==> src/rtl/rr_encoder_arbiter_if.sv <==
// -----------------------------------------------------------------------------
// rr_encoder_arbiter_if
//
// Bundles the request/grant signals of the 8-way round-robin / fixed-priority
// arbiter so the requester side and the arbiter side connect through one port.
//
// Signals:
//   req        requester -> arbiter  request vector, bit i = requester i
//   rr_en      requester -> arbiter  1 = round-robin, 0 = fixed priority
//   gnt        arbiter -> requester  one-hot grant (registered)
//   gnt_idx    arbiter -> requester  encoded owner index (registered)
//   gnt_valid  arbiter -> requester  high while gnt is nonzero
//   hold_cnt   arbiter -> requester  cycles the owner has held the grant, minus 1
//
// Modports:
//   master  the requester side (drives req / rr_en)
//   slave   the arbiter side (drives the grant outputs)
// -----------------------------------------------------------------------------
interface rr_encoder_arbiter_if #(
    parameter int N      = 8,
    parameter int IDX_W  = 3,
    parameter int HOLD_W = 4
);
    logic [N-1:0]      req;
    logic              rr_en;
    logic [N-1:0]      gnt;
    logic [IDX_W-1:0]  gnt_idx;
    logic              gnt_valid;
    logic [HOLD_W-1:0] hold_cnt;

    modport master (
        output req,
        output rr_en,
        input  gnt,
        input  gnt_idx,
        input  gnt_valid,
        input  hold_cnt
    );

    modport slave (
        input  req,
        input  rr_en,
        output gnt,
        output gnt_idx,
        output gnt_valid,
        output hold_cnt
    );
endinterface

==> src/rtl/rr_encoder_arbiter.sv <==
// -----------------------------------------------------------------------------
// rr_encoder_arbiter
//
// Shares one downstream resource between N (=8) requesters. At most one owner
// is granted at a time, chosen either round-robin (starting at rr_ptr) or by
// fixed priority (bit N-1 highest). The owner keeps the grant while it keeps
// requesting, up to MAX_HOLD consecutive cycles (0 = unlimited); on release or
// expiry the arbiter re-arbitrates in the same edge so there is no bubble.
//
// Ports:
//   clk   input  system clock, rising edge
//   rst   input  asynchronous, active-high reset
//   bus   slave modport of rr_encoder_arbiter_if:
//           req, rr_en                         (inputs)
//           gnt, gnt_idx, gnt_valid, hold_cnt  (registered outputs)
// -----------------------------------------------------------------------------
module rr_encoder_arbiter #(
    parameter int N        = 8,
    parameter int IDX_W    = 3,
    parameter int MAX_HOLD = 16
) (
    input  logic                  clk,
    input  logic                  rst,
    rr_encoder_arbiter_if.slave   bus
);

    localparam int HOLD_W = 4;
    localparam logic [HOLD_W-1:0] HOLD_SAT = '1;
    // Value of hold_cnt on the owner's last permitted cycle.
    localparam logic [HOLD_W-1:0] HOLD_LAST =
        HOLD_W'((MAX_HOLD == 0) ? 0 : (MAX_HOLD - 1));

    typedef enum logic [0:0] {
        IDLE  = 1'b0,
        GRANT = 1'b1
    } state_t;

    // Arbitration result: winner flag plus encoded index.
    typedef struct packed {
        logic             found;
        logic [IDX_W-1:0] idx;
    } win_t;

    state_t            state, state_n;
    logic [IDX_W-1:0]  rr_ptr, rr_ptr_n;
    logic [N-1:0]      gnt_r, gnt_n;
    logic [IDX_W-1:0]  idx_r, idx_n;
    logic              vld_r, vld_n;
    logic [HOLD_W-1:0] hold_r, hold_n;

    logic              released;
    logic              expired;
    logic              rearb;
    logic [IDX_W-1:0]  arb_ptr;
    win_t              win;

    // -------------------------------------------------------------------------
    // Round-robin search: first set bit at ptr, ptr+1, ... modulo N.
    // N is a power of two, so the IDX_W-bit add wraps naturally.
    // -------------------------------------------------------------------------
    function automatic win_t arb_rr(input logic [N-1:0] r,
                                    input logic [IDX_W-1:0] ptr);
        win_t             res;
        logic [IDX_W-1:0] cand;
        res = '0;
        for (int k = 0; k < N; k++) begin
            cand = ptr + IDX_W'(k);
            if (!res.found && r[cand]) begin
                res.found = 1'b1;
                res.idx   = cand;
            end
        end
        return res;
    endfunction

    // -------------------------------------------------------------------------
    // Fixed priority: highest set bit wins (ascending scan, last hit kept).
    // -------------------------------------------------------------------------
    function automatic win_t arb_fixed(input logic [N-1:0] r);
        win_t res;
        res = '0;
        for (int i = 0; i < N; i++) begin
            if (r[i]) begin
                res.found = 1'b1;
                res.idx   = IDX_W'(i);
            end
        end
        return res;
    endfunction

    function automatic logic [N-1:0] onehot(input logic [IDX_W-1:0] idx);
        return N'(1) << idx;
    endfunction

    // -------------------------------------------------------------------------
    // Next-state / next-output logic
    // -------------------------------------------------------------------------
    always_comb begin
        state_n  = state;
        rr_ptr_n = rr_ptr;
        gnt_n    = gnt_r;
        idx_n    = idx_r;
        vld_n    = vld_r;
        hold_n   = hold_r;
        released = 1'b0;
        expired  = 1'b0;
        rearb    = 1'b0;
        arb_ptr  = rr_ptr;
        win      = '0;

        case (state)
            IDLE: begin
                rearb = 1'b1;
            end
            GRANT: begin
                released = !bus.req[idx_r];
                expired  = (MAX_HOLD != 0) && (hold_r == HOLD_LAST);
                if (released || expired) begin
                    // Pointer advances past the outgoing owner in both modes,
                    // and the same-edge re-arbitration already uses it.
                    rr_ptr_n = idx_r + IDX_W'(1);
                    arb_ptr  = rr_ptr_n;
                    rearb    = 1'b1;
                end else if (hold_r != HOLD_SAT) begin
                    hold_n = hold_r + HOLD_W'(1);
                end
            end
            default: begin
                state_n = IDLE;
            end
        endcase

        if (rearb) begin
            // rr_en only matters at arbitration time; an established owner is
            // never affected by a mode change.
            win = bus.rr_en ? arb_rr(bus.req, arb_ptr) : arb_fixed(bus.req);
            if (win.found) begin
                state_n = GRANT;
                gnt_n   = onehot(win.idx);
                idx_n   = win.idx;
                vld_n   = 1'b1;
                hold_n  = '0;
            end else begin
                state_n = IDLE;
                gnt_n   = '0;
                idx_n   = '0;
                vld_n   = 1'b0;
                hold_n  = '0;
            end
        end
    end

    // -------------------------------------------------------------------------
    // State and output registers
    // -------------------------------------------------------------------------
    always_ff @(posedge clk or posedge rst) begin
        if (rst) begin
            state  <= IDLE;
            rr_ptr <= '0;
            gnt_r  <= '0;
            idx_r  <= '0;
            vld_r  <= 1'b0;
            hold_r <= '0;
        end else begin
            state  <= state_n;
            rr_ptr <= rr_ptr_n;
            gnt_r  <= gnt_n;
            idx_r  <= idx_n;
            vld_r  <= vld_n;
            hold_r <= hold_n;
        end
    end

    assign bus.gnt       = gnt_r;
    assign bus.gnt_idx   = idx_r;
    assign bus.gnt_valid = vld_r;
    assign bus.hold_cnt  = hold_r;

endmodule
==> src/flat_wrapper.sv <==
// flat-port wrapper written by rule: the top's interface ports become plain ports
module rr_encoder_arbiter_flat 
#(
    parameter int N        = 8,
    parameter int IDX_W    = 3,
    parameter int MAX_HOLD = 16
)
  (clk, rst, bus_req, bus_rr_en, bus_gnt, bus_gnt_idx, bus_gnt_valid, bus_hold_cnt);
  rr_encoder_arbiter_if #(.N(N), .IDX_W(IDX_W)) bus_i ();
  input  logic clk;
  input  logic rst;
  input wire logic [$bits(bus_i.req)-1:0] bus_req;
  input wire logic [$bits(bus_i.rr_en)-1:0] bus_rr_en;
  output wire logic [$bits(bus_i.gnt)-1:0] bus_gnt;
  output wire logic [$bits(bus_i.gnt_idx)-1:0] bus_gnt_idx;
  output wire logic [$bits(bus_i.gnt_valid)-1:0] bus_gnt_valid;
  output wire logic [$bits(bus_i.hold_cnt)-1:0] bus_hold_cnt;
  assign bus_i.req = bus_req;
  assign bus_i.rr_en = bus_rr_en;
  assign bus_gnt = bus_i.gnt;
  assign bus_gnt_idx = bus_i.gnt_idx;
  assign bus_gnt_valid = bus_i.gnt_valid;
  assign bus_hold_cnt = bus_i.hold_cnt;
  rr_encoder_arbiter #(.N(N), .IDX_W(IDX_W), .MAX_HOLD(MAX_HOLD)) u_core (.clk(clk), .rst(rst), .bus(bus_i));
endmodule
==> config.mk <==
export PLATFORM = sky130hd
export DESIGN_NAME = rr_encoder_arbiter_flat
export DESIGN_NICKNAME = d
export VERILOG_FILES = /design/src/rtl/rr_encoder_arbiter_if.sv /design/src/rtl/rr_encoder_arbiter.sv /design/src/flat_wrapper.sv
export SDC_FILE = /design/constraint.sdc
export NUM_CORES = 1
export LEC_CHECK = 0
export ABC_AREA = 1
export CAP_MARGIN = 20
export CORE_MARGIN = 3
export CORE_UTILIZATION = 58
export CTS_BUF_LIST = sky130_fd_sc_hd__clkbuf_4
export CTS_CLUSTER_DIAMETER = 100
export CTS_CLUSTER_SIZE = 8
export DETAILED_ROUTE_END_ITERATION = 8
export MAX_ROUTING_LAYER = met4
export PLACE_DENSITY_LB_ADDON = 0.15
export RECOVER_POWER = 100
export SYNTH_ARGS = -nofsm -noshare
export SYNTH_HDL_FRONTEND = slang
export SYNTH_SLANG_ARGS = --single-unit
export TNS_END_PERCENT = 5
==> constraint.sdc <==
create_clock -name clk -period 4.05 [get_ports clk]
set_input_delay 0.81 -clock clk [delete_from_list [all_inputs] [get_ports clk]]
set_output_delay 0.81 -clock clk [all_outputs]
set_load 0.05 [all_outputs]
==> results.cfg <==
[status]
status = complete, no violations

[drt]
routed_wl_um = 6080
drcViolationCount = 0
via_per_inst = 5.721
drtIter0Drc = 237
wire_per_inst_um = 14.37
via_count = 2420
detail-route-antenna-nets = 0
first_pass_iters = 5

[finish]
multi_input_area_um2 = 1440
final_area_um2 = 2560
diodes = 0
synthToLayoutAreaGrowth_pct = 22.22
register_area_um2 = 475.5
fillers = 305
utilization_pct = 74.95
drive_above_1_share_pct = 19.89
fin_nets = 393

[cts]
cts_max_path_buffers = 2
clockRootBuffer = clkbuf_4
clkSinkCount = 19
post-cts-setup-buffer-count = 0
holdBufCountCts = 0
cts.reportedPaths.clkPinSlew_ns = 0.10
cts_buffers = 3
ctsResizeCount = 0
cts_tree = done
htreeDepth = 1
clock_latency_ns = 0.30

[timing]
max_freq_ghz = 0.2675
fin_setup_tns_ns = 0
grt_setup_unrepaired = false
drv_slew = 0
tightest_slew_ns = 0.7370
finClkSkew_ns = 0.01099
period_share_pct = 92.29
hold_viol_final = 0
setup_viol = 0
post-route-min-period_ns = 3.738
slew_headroom_pct = 50.81

[logic_synthesis]
avgSynthCellArea_um2 = 6.347
ys_dominant_reg_cell = dfrtp_1
ys_top_cells_by_count = nand2_1 (109), nand3_1 (66), inv_1 (27), nor2_1 (21), dfrtp_1 (19)
synth_area_um2 = 2095
synth_edf_count = 0
synthTopCellsByArea = dfrtp_1 (23%), nand2_1 (20%), nand3_1 (16%)
async_flop_share_pct = 100.0
synth.most_common_cell = nand2_1
ys_ff_latch = 19
synth_top_area_share_pct = 22.70
ys_seq_area_share_pct = 22.70
synth_top_cell_by_area = dfrtp_1
ys_warn_count = 0
syn-num-nets = 345
syn_inst = 330
yosysUniqueCellTypes = 30

[critical_path]
path_cells = clkdlybuf4s50_1 -> inv_1 -> nand2_1 -> nand3_1 -> nand3_2 -> nand3_4 -> nand2_4 -> nand2_1 -> nand2_1 -> ha_1 -> inv_1 -> nand3_1 -> nand3_2 -> nand2_2 -> nor2_2 -> nand4_2 -> nor2_4 -> nand2_1 -> nand3_1 -> nand3_2 -> nand2_2 -> nor2_4 -> nand2_1 -> nand2_1
start_kind = input pin
cp_slowest_cell = clkdlybuf4s50_1
startpoint = bus_req[6]
worst_setup_path_end_kind = register
crit_top_cell = nand2_1
rr_worst_depth = 23
crit_required_ns = 4.24
slowest_delay_ns = 0.44
crit_path_max_fanout = 7
crit_buf_inv = 3
arrival_ns = 3.93
r2r_end = u_core.bus.gnt[0]
timing.reg2reg.setup_slack_ns = 0.75
worst-path-stages = 24
worstSetupPathType = in -> reg
timing.rr.start = u_core.bus.gnt_idx[0]
cp_top_family = simple AND/OR/NAND/NOR gates

[grt]
gr-total-overflow = 0
grt_pass1_vias = 2278
grt_use_total_pct = 30.26
grt_pass1_wl_um = 10160
antenna_found_initial = 0
grt_max_degree = 20

[die]
die-area_um2 = 4369
die_height_um = 66.10
ioPinCount = 27
core_area_um2 = 3416
std_cell_rows = 21
initial_utilization_pct = 61.32
die_width_um = 66.10

[min_path]
hold_start = u_core.bus.gnt[1]
holdPathEnd = u_core.bus.gnt[1]
hp-class = reg -> reg
whs_path_depth = 2

[placement]
port_buffers = 26
detailed_place_hpwl_um = 4882
gp_congestion = 0.9688
placed_area_um2 = 2532

[flow_run]
maxCapViolCount = 0
==> cells by family (layout without fill, tap and decap cells) <==
group / Yosys count / after routing / synth area share [%]
simple gates: 251 / 251 / 60.45
buf+inv: 39 / 86 / 8.422
xor+xnor: 4 / 4 / 1.673
flops: 19 / 19 / 22.70
fa+ha+maj: 4 / 4 / 2.390
compound gates: 13 / 13 / 4.361
==> routing by layer <==
metal,wire length (µm),share of wire (%),global-route usage [%],vias to the layer above
met3,421,6.9,5.102,14
li1,-,-,-,1183
met2,2705,44,45.60,125
met5,0,0,-,-
met4,66,1.1,5.584,0
met1,2886,47,42.98,1098
==> per-stage QoR <==
| step | std cells | setup WS [ns] | hold WS (ns) |
|---|---|---|---|
| final | 423 | 0.3124 | 0.4853 |
| after global routing | 423 | 0.01884 | 0.5106 |
| after CTS | 423 | 0.3447 | 0.4967 |
| after detailed placement | 419 | 0.04465 | 0.4649 |
| after global placement | 419 | 0.08507 | 0.4625 |
| after floorplan | 330 | 0.6496 | 0.6347 |
==> layout by cell type (no fill, tap or decap), types with 3 or more instances in the layout <==
cell type	instances
clkbuf_4	4
dfrtp_1	19
nor2_4	3
buf_4	23
nand2_2	17
nand4_1	11
clkdlybuf4s50_1	9
nand2_1	110
nor2_1	21
inv_1	27
nand2_4	4
inv_2	6
nand3_2	11
ha_1	4
dlygate4sd3_1	17
nand3_1	66
o21ai_0	6
==> flip-flops by register name, summed over array words and instances (netlist names) <==
| name | flops |
|---|---|
| u_core.bus.hold_cnt | 4 |
| u_core.rr_ptr | 3 |
| u_core.state | 1 |
| u_core.bus.gnt_idx | 3 |
| u_core.bus.gnt | 8 |
==> area by class of cell <==
type	instances	share of cell area (%)
inverters	33	4.839
clock buffers	4	1.173
flip-flops and latches	19	18.57
well taps	46	2.248
multi-input cells	272	56.26
repair buffers	49	16.91
==> worst min-delay path, stage by stage (launching register included) <==
cell and delay, ns:
dfrtp_1 0.36, nand2_1 0.05, nand2_1 0.05
==> worst max-delay path by stage <==
stage                                    to  slack (ns)
after floorplan           u_core.bus.gnt[0]        0.65
after global placement    u_core.bus.gnt[2]        0.09
after detailed placement  u_core.bus.gnt[2]        0.04
after CTS                 u_core.bus.gnt[2]        0.34
after global routing      u_core.bus.gnt[4]        0.02
final                     u_core.bus.gnt[0]        0.31
Power is left out: the tool's default activity adds up to more than one toggle a clock period on the data nets, which glitch-free logic cannot reach.
